[src/rtl/mem_access_ctrl.sv]
`default_nettype none
// ============================================================================
// mem_access_ctrl : load/store/fetch sequencer between a request port and a
//                   single-cycle-strobed memory with ack handshake.
// Optional timeout feature: define MEM_TIMEOUT_EN.
// Revision: 1.0
// ============================================================================
module mem_access_ctrl #(
    parameter int DATA_BUS_WIDTH    = 16,
    parameter int ADDRESS_BUS_WIDTH = 16,
    parameter int TIMEOUT_CYCLES    = 15
) (
    input  logic                         clk,
    input  logic                         rst,
    input  logic                         req_valid,
    output logic                         req_ready,
    input  logic                         req_write,
    input  logic                         req_fetch,
    input  logic [ADDRESS_BUS_WIDTH-1:0] req_addr,
    input  logic [DATA_BUS_WIDTH-1:0]    req_wdata,
    output logic [ADDRESS_BUS_WIDTH-1:0] mem_addr,
    output logic [DATA_BUS_WIDTH-1:0]    mem_wdata,
    output logic                         mem_rd,
    output logic                         mem_wr,
    input  logic [DATA_BUS_WIDTH-1:0]    mem_rdata,
    input  logic                         mem_ack,
    output logic                         mar_en,
    output logic                         mdr_en,
    output logic                         ir_en,
    output logic [DATA_BUS_WIDTH-1:0]    rsp_data,
    output logic                         rsp_valid,
    output logic                         rsp_err
);

    if (TIMEOUT_CYCLES < 1 || TIMEOUT_CYCLES > 255) begin : g_timeout_range
        $error("TIMEOUT_CYCLES must be within 1..255");
    end

    typedef enum logic [1:0] {
        IDLE = 2'd0,
        ADDR = 2'd1,
        WAIT = 2'd2,
        DONE = 2'd3
    } state_t;

    state_t                         state_q, state_d;
    logic [ADDRESS_BUS_WIDTH-1:0]   addr_q, addr_d;
    logic [DATA_BUS_WIDTH-1:0]      wdata_q, wdata_d;
    logic [DATA_BUS_WIDTH-1:0]      rdata_q, rdata_d;
    logic                           write_q, write_d;
    logic                           fetch_q, fetch_d;
    logic                           err_flag;

`ifdef MEM_TIMEOUT_EN
    logic [7:0]                     cnt_q, cnt_d;
    logic                           err_q, err_d;
    assign err_flag = err_q;
`else
    assign err_flag = 1'b0;
`endif

    assign mem_addr  = addr_q;
    assign mem_wdata = wdata_q;
    assign rsp_data  = rdata_q;

    always_comb begin
        state_d   = state_q;
        addr_d    = addr_q;
        wdata_d   = wdata_q;
        rdata_d   = rdata_q;
        write_d   = write_q;
        fetch_d   = fetch_q;
        req_ready = 1'b0;
        mem_rd    = 1'b0;
        mem_wr    = 1'b0;
        mar_en    = 1'b0;
        mdr_en    = 1'b0;
        ir_en     = 1'b0;
        rsp_valid = 1'b0;
        rsp_err   = 1'b0;
`ifdef MEM_TIMEOUT_EN
        cnt_d     = cnt_q;
        err_d     = err_q;
`endif
        case (state_q)
            IDLE: begin
                req_ready = 1'b1;
                if (req_valid) begin
                    addr_d  = req_addr;
                    wdata_d = req_wdata;
                    write_d = req_write;
                    fetch_d = req_fetch & ~req_write;
`ifdef MEM_TIMEOUT_EN
                    err_d   = 1'b0;
`endif
                    state_d = ADDR;
                end
            end
            ADDR: begin
                mar_en = 1'b1;
                mem_rd = ~write_q;
                mem_wr = write_q;
`ifdef MEM_TIMEOUT_EN
                cnt_d  = 8'd0;
`endif
                if (mem_ack) begin
                    if (!write_q) rdata_d = mem_rdata;
                    state_d = DONE;
                end else begin
                    state_d = WAIT;
                end
            end
            WAIT: begin
                mem_rd = ~write_q;
                mem_wr = write_q;
                if (mem_ack) begin
                    if (!write_q) rdata_d = mem_rdata;
                    state_d = DONE;
                end
`ifdef MEM_TIMEOUT_EN
                else begin
                    cnt_d = cnt_q + 8'd1;
                    // The cycle whose increment reaches the limit is the last one waited.
                    if (cnt_q == 8'(TIMEOUT_CYCLES - 1)) begin
                        err_d   = 1'b1;
                        state_d = DONE;
                    end
                end
`endif
            end
            DONE: begin
                rsp_valid = 1'b1;
                rsp_err   = err_flag;
                if (!write_q && !err_flag) begin
                    ir_en  = fetch_q;
                    mdr_en = ~fetch_q;
                end
                state_d = IDLE;
            end
            default: state_d = IDLE;
        endcase
    end

    always_ff @(posedge clk) begin
        if (rst) begin
            state_q <= IDLE;
            addr_q  <= '0;
            wdata_q <= '0;
            rdata_q <= '0;
            write_q <= 1'b0;
            fetch_q <= 1'b0;
`ifdef MEM_TIMEOUT_EN
            cnt_q   <= 8'd0;
            err_q   <= 1'b0;
`endif
        end else begin
            state_q <= state_d;
            addr_q  <= addr_d;
            wdata_q <= wdata_d;
            rdata_q <= rdata_d;
            write_q <= write_d;
            fetch_q <= fetch_d;
`ifdef MEM_TIMEOUT_EN
            cnt_q   <= cnt_d;
            err_q   <= err_d;
`endif
        end
    end

endmodule
`default_nettype wire

[config.mk]
export PLATFORM = sky130hd
export DESIGN_NAME = mem_access_ctrl
export DESIGN_NICKNAME = d
export VERILOG_FILES = /design/src/rtl/mem_access_ctrl.sv
export SDC_FILE = /design/constraint.sdc
export NUM_CORES = 1
export LEC_CHECK = 0
export CORE_MARGIN = 2
export CORE_UTILIZATION = 42
export CTS_CLUSTER_DIAMETER = 30
export CTS_CLUSTER_SIZE = 10
export DETAILED_ROUTE_END_ITERATION = 10
export HOLD_SLACK_MARGIN = 0.15
export PLACE_DENSITY = 0.85
export SLEW_MARGIN = 20
export SYNTH_ARGS = -nofsm -noshare
export SYNTH_HDL_FRONTEND = slang
export SYNTH_SLANG_ARGS = --single-unit
[constraint.sdc]
create_clock -name clk -period 3.4 [get_ports clk]
set_input_delay 0.51 -clock clk [delete_from_list [all_inputs] [get_ports clk]]
set_output_delay 0.51 -clock clk [all_outputs]
set_load 0.02 [all_outputs]
==> Word-level counts from Yosys, hierarchy flattened <==
Cells that the tools add are included.
Widths: inputs -> output; s select.
{ "totals": {"inputBits": 54, "register_bits": 52, "wordCells": 33, "out_inout_bits": 56} }
{ "op_classes": {"n_mux": 13, "eq_ne": 5, "n_reduce_logical": 5, "bitwise_logic": 4} }
{ "ops": {"columns": ["operator", "n"], "rows": [
  ["$mux 1", 10],
  ["$pmux 2 s4", 1],
  ["$eq 2x2->1 const B", 2],
  ["$mux 2", 2],
  ["$ne 2x2->1 const B", 2],
  ["$reduce_and 2->1", 2],
  ["$not 1->1", 3],
  ["$reduce_and 3->1", 1],
  ["$eq 2x1->1 const B", 1],
  ["$logic_not 2->1", 1],
  ["$reduce_or 2->1", 1],
  ["$and 1x1->1", 1]
]} }

==> Logic depth before layout (Yosys ltp) <==
Gate-level depths: netlist of run 1.
{ "depth": {"ltp_word": 3, "depth_mapped": 7, "ltp_nobuf": 5} }

==> Worst setup path before layout of run 1 <==
No wires, ideal clock.
{ "synth_timing": {"kind": "register -> output", "startpoint": "register state_q[1]", "endpoint": "output mdr_en", "stages_incl_launch_ff": 3, "t_required_ns": 2.890, "arrival_ns": 1.220, "setup_slack_ns": 1.670, "n_path_buf": 0, "cell_sequence": "dfxtp_1 -> ha_1 -> nor3b_1"} }
{ "synth_between": {"elab_chain_len": 2} }
{ "synth_lines": {"columns": ["item", "line", "rtl"], "rows": [
  ["start: declaration", "46", "state_t state_q, state_d;"],
  ["start signal: assignment", "157", "state_q <= state_d;"],
  ["$eq 2x2->1", "85", "case (state_q)"],
  ["$mux 1", "85", null],
  ["end: declaration", "28", "output logic mdr_en,"]
]} }
No other way between the ends.

==> Worst setup path after layout of run 1 <==
{ "layout_timing": {"startpoint": "register state_q[1]", "endpoint": "output mem_wr"} }
{ "layout_between": {"elab_chain_len": 3, "elab_cells_between_ends": 4, "cone_classes": "eq/ne (2); mux (1); reduce/logical (1)"} }
{ "layout_lines": {"columns": ["item", "line", "rtl"], "rows": [
  ["$eq 2x2->1 / $eq 2x1->1 (equally long branches)", "85", null],
  ["$reduce_or 2->1 (no source line) *", null, null],
  ["$mux 1 *", "85", null],
  ["end: declaration", "24", "output logic mem_wr,"]
]} }
Mark *: on every way between the ends. The rest lies on a longest branch, timed or not.

==> results of run 1 <==
## synthesized netlist by cell type, types with 3 or more instances
cell      instances
a21oi_1          41
a21oi_2          10
buf_2             4
buf_4             3
buf_6             4
clkbuf_1          5
dfxtp_1          52
ha_1              5
nand2_1          90
nand2_2          10
## sequential cells by signal, summed over array words and instances (netlist names)
| register | cells |
|---|---|
| fetch_q | 1 |
| mem_addr | 16 |
| mem_wdata | 16 |
| rsp_data | 16 |
| state_q | 2 |
| write_q | 1 |
## cell families (layout without fill, tap and decap cells)
logic type | after synthesis | after routing | synth area share
buffers and inverters | 19 | 119 | 0.0652
AOI/OAI and AO/OA | 54 | 54 | 0.153
adders and majority gates | 5 | 5 | 0.0305
DFF | 52 | 52 | 0.507
and+or+nand+nor | 113 | 113 | 0.242
other | 1 | 1 | 0.00183
## worst max-delay path: stages, from the launching register on
cell and delay, ns:
dfxtp_1 0.40, inv_1 0.10, ha_1 0.36, and2_1 0.16, clkdlybuf4s50_1 0.60
## routing by layer
metal  GRT usage  part of all wire  vias to the layer above
met5           0                 0                        -
li1            -                 -                      978
met2       0.326              0.51                       59
met4      0.0545             0.014                        0
met1       0.201              0.41                      882
met3      0.0453             0.065                        6
## worst max path at each step
stage	start	depth (start not counted)	end
finish	state_q[1]	4	mem_wr
global route	state_q[0]	4	mem_wr
CTS	state_q[1]	4	mem_wr
detailed placement	req_valid	4	mem_wdata[7]
global placement	req_valid	4	write_q
floorplan	state_q[1]	2	mdr_en
## layout by cell type, fill, tap and decap left out
cell type / Yosys / final
and2b_1: 1 / 1
o31ai_1: 1 / 1
nand3b_2: 1 / 1
clkbuf_8: 0 / 6
clkdlybuf4s50_1: 0 / 107
conb_1: 1 / 1
or3b_1: 1 / 1
o21ai_0: 1 / 1
inv_1: 2 / 2
buf_2: 4 / 1
nand2_1: 90 / 89
nor2b_1: 2 / 2
nor2_1: 1 / 1
nand2_2: 10 / 11
ha_1: 5 / 5
nor3b_1: 2 / 2
a21oi_2: 10 / 10
clkbuf_1: 5 / 2
buf_4: 3 / 1
and2_1: 2 / 2
and3b_1: 2 / 2
a21oi_1: 41 / 41
a2111oi_0: 1 / 1
dfxtp_1: 52 / 52
nand3b_1: 1 / 1
## layout make-up
| type | instances | area (sq um) | area share |
|---|---|---|---|
| well taps | 67 | 83.8 | 0.0263 |
| flip-flops and latches | 52 | 1040 | 0.327 |
| inverters | 2 | 7.51 | 0.00236 |
| multi-input cells | 173 | 880 | 0.276 |
| repair buffers | 109 | 1080 | 0.340 |
| clock buffers | 8 | 90.1 | 0.0283 |
## power breakdown
part           switching (mW)  internal (mW)
clock network           0.185          0.166
logic                   0.551          0.442
registers              0.0708          0.738
total                   0.807           1.35
## metrics by stage
step / utilization / std cells
after floorplan: - / 244
after global placement: 0.655 / 403
after detailed placement: 0.655 / 403
after CTS: 0.674 / 411
after global routing: 0.674 / 411
final: 0.674 / 411
==> run_results.csv, run 1 <==
group,metric,value,unit
outcome,status,"finished clean",
synth,ys_ff_latch,52,
place,gp_congestion,0.713,
clock_network,insertion_delay,0.30,ns
clock_network,cts.path.max_buffers,2,
clock_network,ctsResizeCount,0,
floorplanning,die_h,73.9,microns
critical_path,r2r_start,"state_q[1]",
timing,timing.final.hold_violations,0,
synth,synth-edff-count,0,
critical_path,crit_type,"reg -> out",
power_and_ir_drop,p_leak,1.15,nW
route,drtAntennaViolNets,0,
synth,ys_warn_count,0,
place,dp_hpwl,3630,microns
hold_path,hold_path_end,"mem_addr[15]",
floorplanning,die_w,73.9,microns
floorplanning,start_util,0.434,
hold_path,hp-start,"mem_addr[15]",
route,routed_via_density,4.68,
floorplanning,die-area,0.00546,sq mm
global_routing,grt-ovfl-total,0,
power_and_ir_drop,finalPower,2.15,mW
place,io_buffers,108,
critical_path,rr_worst_depth,5,
global_routing,grt_pass1_vias,1736,
critical_path,cp_max_fo,5,
critical_path,end_kind,"primary output",
timing,worst_slack,0.976,ns
timing,max_slew_margin,0.311,
synth,synthTopCellsByArea,"dfxtp_1 51%, nand2_1 16%, a21oi_1 10%",
synth,netlist_area,0.00205,sq mm
finish,final_area,0.00319,sq mm
timing,setup_viol,0,
clock_network,post_cts_buffers,0,
synth,synthArstFlopShare,0,
power_and_ir_drop,p_per_area,676,mW/mm^2
timing,period_minus_slack,2.42,ns
clock_network,ctsHtreeMaxLevel,2,
timing,worst_slew_pin_slew,1.03,ns
global_routing,track_usage,0.178,
synth,yosysTopAreaCellShare,0.507,
finish,fillCellCount,410,
synth,synth.distinct_cells,25,
power_and_ir_drop,peakVddDrop,0.000403,V
synth,yosysTopAreaCell,"dfxtp_1",
place,placed_area,0.00309,sq mm
critical_path,crit_path_start_kind,"register",
timing,tns,0,ns
clock_network,cts_sinks,52,
global_routing,grt_pass1_wl,7600,microns
synth,synthFlopType,"dfxtp_1",
synth,synth_cells,244,
hold_path,min_path_cells,2,
finish,diodes,0,
timing,grt_setup_unrepaired,"false",
route,vias,1925,
route,first_pass_iters,4,
synth,syn_area_per_cell,8.41,sq um
clock_network,cts_tree,"built",
critical_path,r2r_end,"rsp_data[4]",
route,routed_wl,5090,microns
route,drtIter0Drc,52,
route,wl_per_cell,12.4,microns
critical_path,cp.arrival,1.91,ns
critical_path,regToRegSetupSlack,1.49,ns
floorplanning,core,0.00472,sq mm
critical_path,critPathRequiredTime,2.89,ns
route,route.detailed.drc,0,
timing,timing.final.crit_share,0.713,
floorplanning,rows,25,
synth,synth_fp_nets,303,
timing,clock.fmax,413,MHz
clock_network,root_buffer,"clkbuf_8",
global_routing,antenna_found_initial,0,
timing,drv_slew,0,
floorplanning,ios,110,
global_routing,grt_start_max_net_pins,53,
timing,hold_ws,0.455,ns
clock_network,numCtsBuffers,5,
hold_path,hp-class,"reg -> reg",
clock_network,cts_hold_buf,0,
run,max_cap_viol_count,0,
clock_network,path_clk_slew,0.09,ns
finish,drive_gt1_frac,0.0872,
timing,finalClockSkew,0.00613,ns
finish,finalNetCount,402,
synth,yosysSeqAreaShare,0.507,
finish,syn_to_final_growth,55.2,%
place,preCtsSetupSlack,1.18,ns
No activity file was read; power rests on OpenSTA's default activity.
==> run 2: changes to the inputs <==
--- a/config.mk
+++ b/config.mk
@@ -6,12 +6,12 @@
 export NUM_CORES = 1
 export LEC_CHECK = 0
 export CORE_MARGIN = 2
-export CORE_UTILIZATION = 42
+export CORE_UTILIZATION = 39
 export CTS_CLUSTER_DIAMETER = 30
 export CTS_CLUSTER_SIZE = 10
 export DETAILED_ROUTE_END_ITERATION = 10
 export HOLD_SLACK_MARGIN = 0.15
-export PLACE_DENSITY = 0.85
+export PLACE_DENSITY = 0.8
 export SLEW_MARGIN = 20
 export SYNTH_ARGS = -nofsm -noshare
 export SYNTH_HDL_FRONTEND = slang
==> constraint.sdc (replaced) <==
create_clock -name clk -period 2.5 [get_ports clk]
set_input_delay 0.375 -clock clk [delete_from_list [all_inputs] [get_ports clk]]
set_output_delay 0.375 -clock clk [all_outputs]
set_load 0.02 [all_outputs]
==> run 2 against run 1 <==
Power increased by 43%. Clock power up 64%. Global-route usage increased by 0.73 points. Worst setup slack lost 0.77 ns. Hold slack better by 0.0013 ns. Critical path type unchanged. Largest cell class unchanged.
==> run_results.csv, run 2 (synthesis results as in run 1) <==
group,metric,value,unit
floorplanning,ios,110,
hold_path,min_path_cells,2,
timing,tns,0,ns
place,io_buffers,108,
route,first_pass_iters,4,
floorplanning,rows,26,
place,dp_hpwl,3960,microns
power_and_ir_drop,finalPower,3.07,mW
power_and_ir_drop,p_leak,1.18,nW
finish,final_common_cell,"clkdlybuf4s50_1",
global_routing,track_usage,0.186,
finish,final_area,0.00325,sq mm
clock_network,path_clk_slew,0.10,ns
clock_network,ctsHtreeMaxLevel,2,
critical_path,crit_type,"reg -> out",
place,placed_area,0.00314,sq mm
route,vias,1945,
clock_network,insertion_delay,0.30,ns
global_routing,grt_pass1_vias,1784,
global_routing,grt_start_max_net_pins,27,
route,routed_wl,5430,microns
critical_path,critPathRequiredTime,2.12,ns
finish,fillCellCount,456,
floorplanning,core,0.00511,sq mm
global_routing,grt_pass1_wl,8800,microns
timing,grt_setup_unrepaired,"false",
place,gp_congestion,0.746,
global_routing,grt-ovfl-total,0,
route,routed_via_density,4.65,
timing,timing.final.hold_violations,0,
global_routing,antenna_found_initial,0,
timing,timing.final.crit_share,0.919,
route,drtIter0Drc,53,
route,drtAntennaViolNets,0,
route,route.detailed.drc,0,
clock_network,cts_tree,"built",
outcome,status,"finished clean",
route,wl_per_cell,13.0,microns
clock_network,cts_sinks,52,
hold_path,hp-class,"reg -> reg",
clock_network,numCtsBuffers,5,
floorplanning,start_util,0.402,
timing,period_minus_slack,2.30,ns
critical_path,cp_max_fo,5,
finish,diodes,0,
timing,clock.fmax,435,MHz
critical_path,crit_path_start_kind,"register",
floorplanning,die_w,76.5,microns
critical_path,cp.arrival,1.92,ns
finish,syn_to_final_growth,58.4,%
power_and_ir_drop,peakVddDrop,0.000697,V
finish,fin_util,0.636,
timing,drv_slew,0,
clock_network,cts.path.max_buffers,2,
clock_network,root_buffer,"clkbuf_8",
run,max_cap_viol_count,0,
finish,mostFrequentLayoutCells,"107 x clkdlybuf4s50_1, 90 x nand2_1, 52 x dfxtp_1",
clock_network,ctsResizeCount,0,
finish,drive_gt1_frac,0.101,
timing,setup_viol,0,
floorplanning,die_h,76.5,microns
clock_network,cts_hold_buf,0,
critical_path,rr_worst_depth,6,
timing,finalClockSkew,0.00771,ns
critical_path,end_kind,"primary output",
clock_network,post_cts_buffers,0,
finish,finalNetCount,406,
floorplanning,die-area,0.00586,sq mm
power_and_ir_drop,p_per_area,945,mW/mm^2
## run 2: changes by cell type in the layout (fill, tap and decap cells not counted), sizes merged
cell,before,now
buf,2,6
bufinv,0,1
clkbuf,8,5
clkinv,0,1
clkinvlp,0,1
## run 2: critical path, stage by stage (launching register included)
cell             delay, ns
dfxtp_1               0.40
inv_1                 0.11
ha_1                  0.37
and2_1                0.15
clkdlybuf4s50_1       0.60
## run 2: path summary, 6_finish.rpt
check	startpoint	endpoint	slack, ns
worst max-delay path	state_q[0]	mem_wr	0.20
worst min register to register	mem_addr[2]	mem_addr[2]	0.46
worst min-delay path	mem_addr[2]	mem_addr[2]	0.46
worst max register to register	state_q[0]	mem_wdata[5]	0.72
## run 2: where the power goes
part / internal [mW] / switching [mW] / total, mW / leakage, nW
logic: 0.632 / 0.760 / 1.39 / 0.701
clock network: 0.297 / 0.279 / 0.575 / 0.0541
registers: 1.00 / 0.0994 / 1.10 / 0.425
total: 1.93 / 1.14 / 3.07 / 1.18
## run 2: area by class of cell
type / instances / area (sq um) / share of cell area
timing repair buffer: 113 / 1130 / 0.346
sequential: 52 / 1040 / 0.320
multi-input combinational: 173 / 877 / 0.270
tap: 70 / 87.6 / 0.0269
clock buffer: 5 / 68.8 / 0.0212
clock inverter: 3 / 42.5 / 0.0131
inverter: 2 / 7.51 / 0.00231
## run 2: layer usage
layer  track usage  part of all wire  up-vias
li1              -                 -      987
met1         0.220              0.43      890
met2         0.325              0.50       59
met3        0.0438             0.048        9
met4        0.0691             0.016        0
met5             0                 0        -
## run 2: metrics by stage
stage | hold slack, ns | std cells | setup WS (ns)
final | 0.456 | 418 | 0.203
after global placement | 0.442 | 410 | 0.599
after detailed placement | 0.446 | 410 | 0.552
after floorplan | 0.441 | 244 | 0.905
after CTS | 0.460 | 418 | 0.199
after global routing | 0.475 | 418 | 0.0917
==> run 3: changes to the inputs <==
--- a/config.mk
+++ b/config.mk
@@ -6,12 +6,12 @@
 export NUM_CORES = 1
 export LEC_CHECK = 0
 export CORE_MARGIN = 2
-export CORE_UTILIZATION = 39
+export CORE_UTILIZATION = 30
 export CTS_CLUSTER_DIAMETER = 30
 export CTS_CLUSTER_SIZE = 10
 export DETAILED_ROUTE_END_ITERATION = 10
 export HOLD_SLACK_MARGIN = 0.15
-export PLACE_DENSITY = 0.8
+export PLACE_DENSITY = 0.64
 export SLEW_MARGIN = 20
 export SYNTH_ARGS = -nofsm -noshare
 export SYNTH_HDL_FRONTEND = slang
==> constraint.sdc (replaced) <==
create_clock -name clk -period 2.6 [get_ports clk]
set_input_delay 0.39 -clock clk [delete_from_list [all_inputs] [get_ports clk]]
set_output_delay 0.39 -clock clk [all_outputs]
set_load 0.02 [all_outputs]
==> run 3 against run 2 <==
Sequential power fell by 5%. Power fell by 7.2%. Clock-buffer cell count rose by 1. Final cell count grew 2.9%. Critical path type unchanged. Sequential cell count is the same. Largest cell class unchanged. First-iteration DRC count up 3.8%.
==> run_results.csv, run 3 (synthesis results as in run 1) <==
group,metric,value,unit
finish,syn_to_final_growth,58.2,%
route,drtIter0Drc,55,
clock_network,insertion_delay,0.30,ns
power_and_ir_drop,p_per_area,877,mW/mm^2
power_and_ir_drop,peakVddDrop,0.000306,V
timing,drv_slew,0,
finish,diodes,0,
clock_network,cts_hold_buf,0,
global_routing,use_met3,0.0571,
clock_network,ctsResizeCount,0,
finish,instances_no_fill,430,
global_routing,met2_usage,0.223,
route,first_pass_iters,4,
floorplanning,ios,110,
finish,fillCellCount,667,
floorplanning,rows,30,
critical_path,crit_start,"state_q[1]",
finish,final_common_cell,"clkdlybuf4s50_1",
timing,setup_viol,0,
critical_path,critPathRequiredTime,2.21,ns
timing,timing.final.hold_violations,0,
place,dp_hpwl,3690,microns
global_routing,grt-ovfl-total,0,
power_and_ir_drop,p_leak,1.18,nW
critical_path,cp_num_cells,4,
timing,grt_setup_unrepaired,"false",
critical_path,cp_max_fo,5,
route,vias,1910,
clock_network,numCtsBuffers,5,
finish,drive_gt1_frac,0.106,
timing,finalClockSkew,0.00239,ns
clock_network,cts_sinks,52,
route,drtAntennaViolNets,0,
hold_path,hp-class,"reg -> reg",
place,preCtsSetupSlack,0.636,ns
timing,timing.final.crit_share,0.878,
place,post-place-cells,422,
floorplanning,die_w,86.7,microns
critical_path,crit_end,"mem_wr",
clock_network,cts.path.max_buffers,2,
critical_path,max_stage_delay,0.59,ns
timing,tns,0,ns
critical_path,path_cells,"inv_1 > ha_1 > and2_1 > clkdlybuf4s50_1",
finish,mostFrequentLayoutCells,"107 x clkdlybuf4s50_1, 90 x nand2_1, 52 x dfxtp_1",
global_routing,gr-usage-met1,0.164,
critical_path,rr_worst_depth,5,
critical_path,cpLargestDelayFamily,"buffers and inverters",
critical_path,crit_path_top_delay_cell,"clkdlybuf4s50_1",
global_routing,grt_start_max_net_pins,20,
clock_network,cts_tree,"built",
global_routing,grt.busiest_layer,"met2",
timing,clock.fmax,438,MHz
global_routing,antenna_found_initial,0,
finish,fin_util,0.483,
critical_path,crit_type,"reg -> out",
timing,worst_slack,0.318,ns
floorplanning,start_util,0.305,
critical_path,r2r_end,"rsp_data[12]",
timing,period_minus_slack,2.28,ns
finish,finalNetCount,408,
floorplanning,die-area,0.00752,sq mm
global_routing,grt_pass1_wl,8140,microns
place,gp_congestion,0.786,
critical_path,r2r_start,"state_q[1]",
clock_network,post_cts_buffers,0,
route,routed_wl,5070,microns
place,io_buffers,108,
outcome,status,"finished clean",
run,max_cap_viol_count,0,
clock_network,ctsHtreeMaxLevel,2,
floorplanning,die_h,86.7,microns
critical_path,crit_path_start_kind,"register",
floorplanning,core,0.00672,sq mm
critical_path,regToRegSetupSlack,1.05,ns
power_and_ir_drop,finalPower,2.85,mW
global_routing,grt_pass1_vias,1752,
critical_path,cp.arrival,1.89,ns
critical_path,end_kind,"primary output",
route,routed_via_density,4.44,
global_routing,track_usage,0.135,
clock_network,path_clk_slew,0.09,ns
critical_path,crit_buf_inv,2,
route,wl_per_cell,11.8,microns
clock_network,root_buffer,"clkbuf_8",
route,route.detailed.drc,0,
==> run 3: changes by cell type in the layout (fill, tap and decap cells not counted) <==
| cell | delta |
|---|---|
| buf_4 | +3 |
| buf_12 | -1 |
| bufinv_16 | -1 |
| clkbuf_8 | +1 |
| clkinv_2 | +1 |
| clkinvlp_4 | -1 |
==> run 3: tightest hold or removal path, stage by stage (launching register included) <==
cell and delay [ns]:
dfxtp_1 0.32, nand2_1 0.05, a21oi_1 0.05
==> run 3: per-layer routing <==
| layer | vias up | wire, microns |
|---|---|---|
| li1 | 991 | - |
| met1 | 850 | 2300 |
| met2 | 64 | 2300 |
| met3 | 5 | 423 |
| met4 | 0 | 44 |
| met5 | - | 0 |
==> run 3: worst min path at each step <==
stage | start | end | slack, ns | cells past startpoint
3_3_place_gp | mem_addr[2] | mem_addr[2] | 0.44 | 2
6_report | mem_addr[1] | mem_addr[1] | 0.46 | 2
2_1_floorplan | fetch_q | fetch_q | 0.44 | 2
4_1_cts | mem_addr[1] | mem_addr[1] | 0.46 | 2
5_1_grt | mem_addr[1] | mem_addr[1] | 0.47 | 2
3_5_place_dp | mem_addr[1] | mem_addr[1] | 0.45 | 2
==> run 3: per-stage QoR <==
step	hold WS (ns)	cell area [sq um]
floorplan	0.441	2050
global placement	0.441	3150
detailed placement	0.447	3150
CTS	0.459	3250
global route	0.471	3250
finish	0.456	3250
==> run 3: report_power, final <==
| part | total [mW] | internal (mW) | switching [mW] |
|---|---|---|---|
| Combinational | 1.33 | 0.608 | 0.719 |
| Sequential | 1.05 | 0.964 | 0.0902 |
| Clock | 0.468 | 0.213 | 0.255 |
==> run 3: area by class of cell <==
cell class                 count  area, sq um  area share
timing repair buffer         115         1130       0.348
clock buffer                   6         82.6      0.0254
inverter                       2         7.51     0.00231
sequential                    52         1040       0.321
multi-input combinational    173          877       0.270
tap                           80          100      0.0308
clock inverter                 2         10.0     0.00308
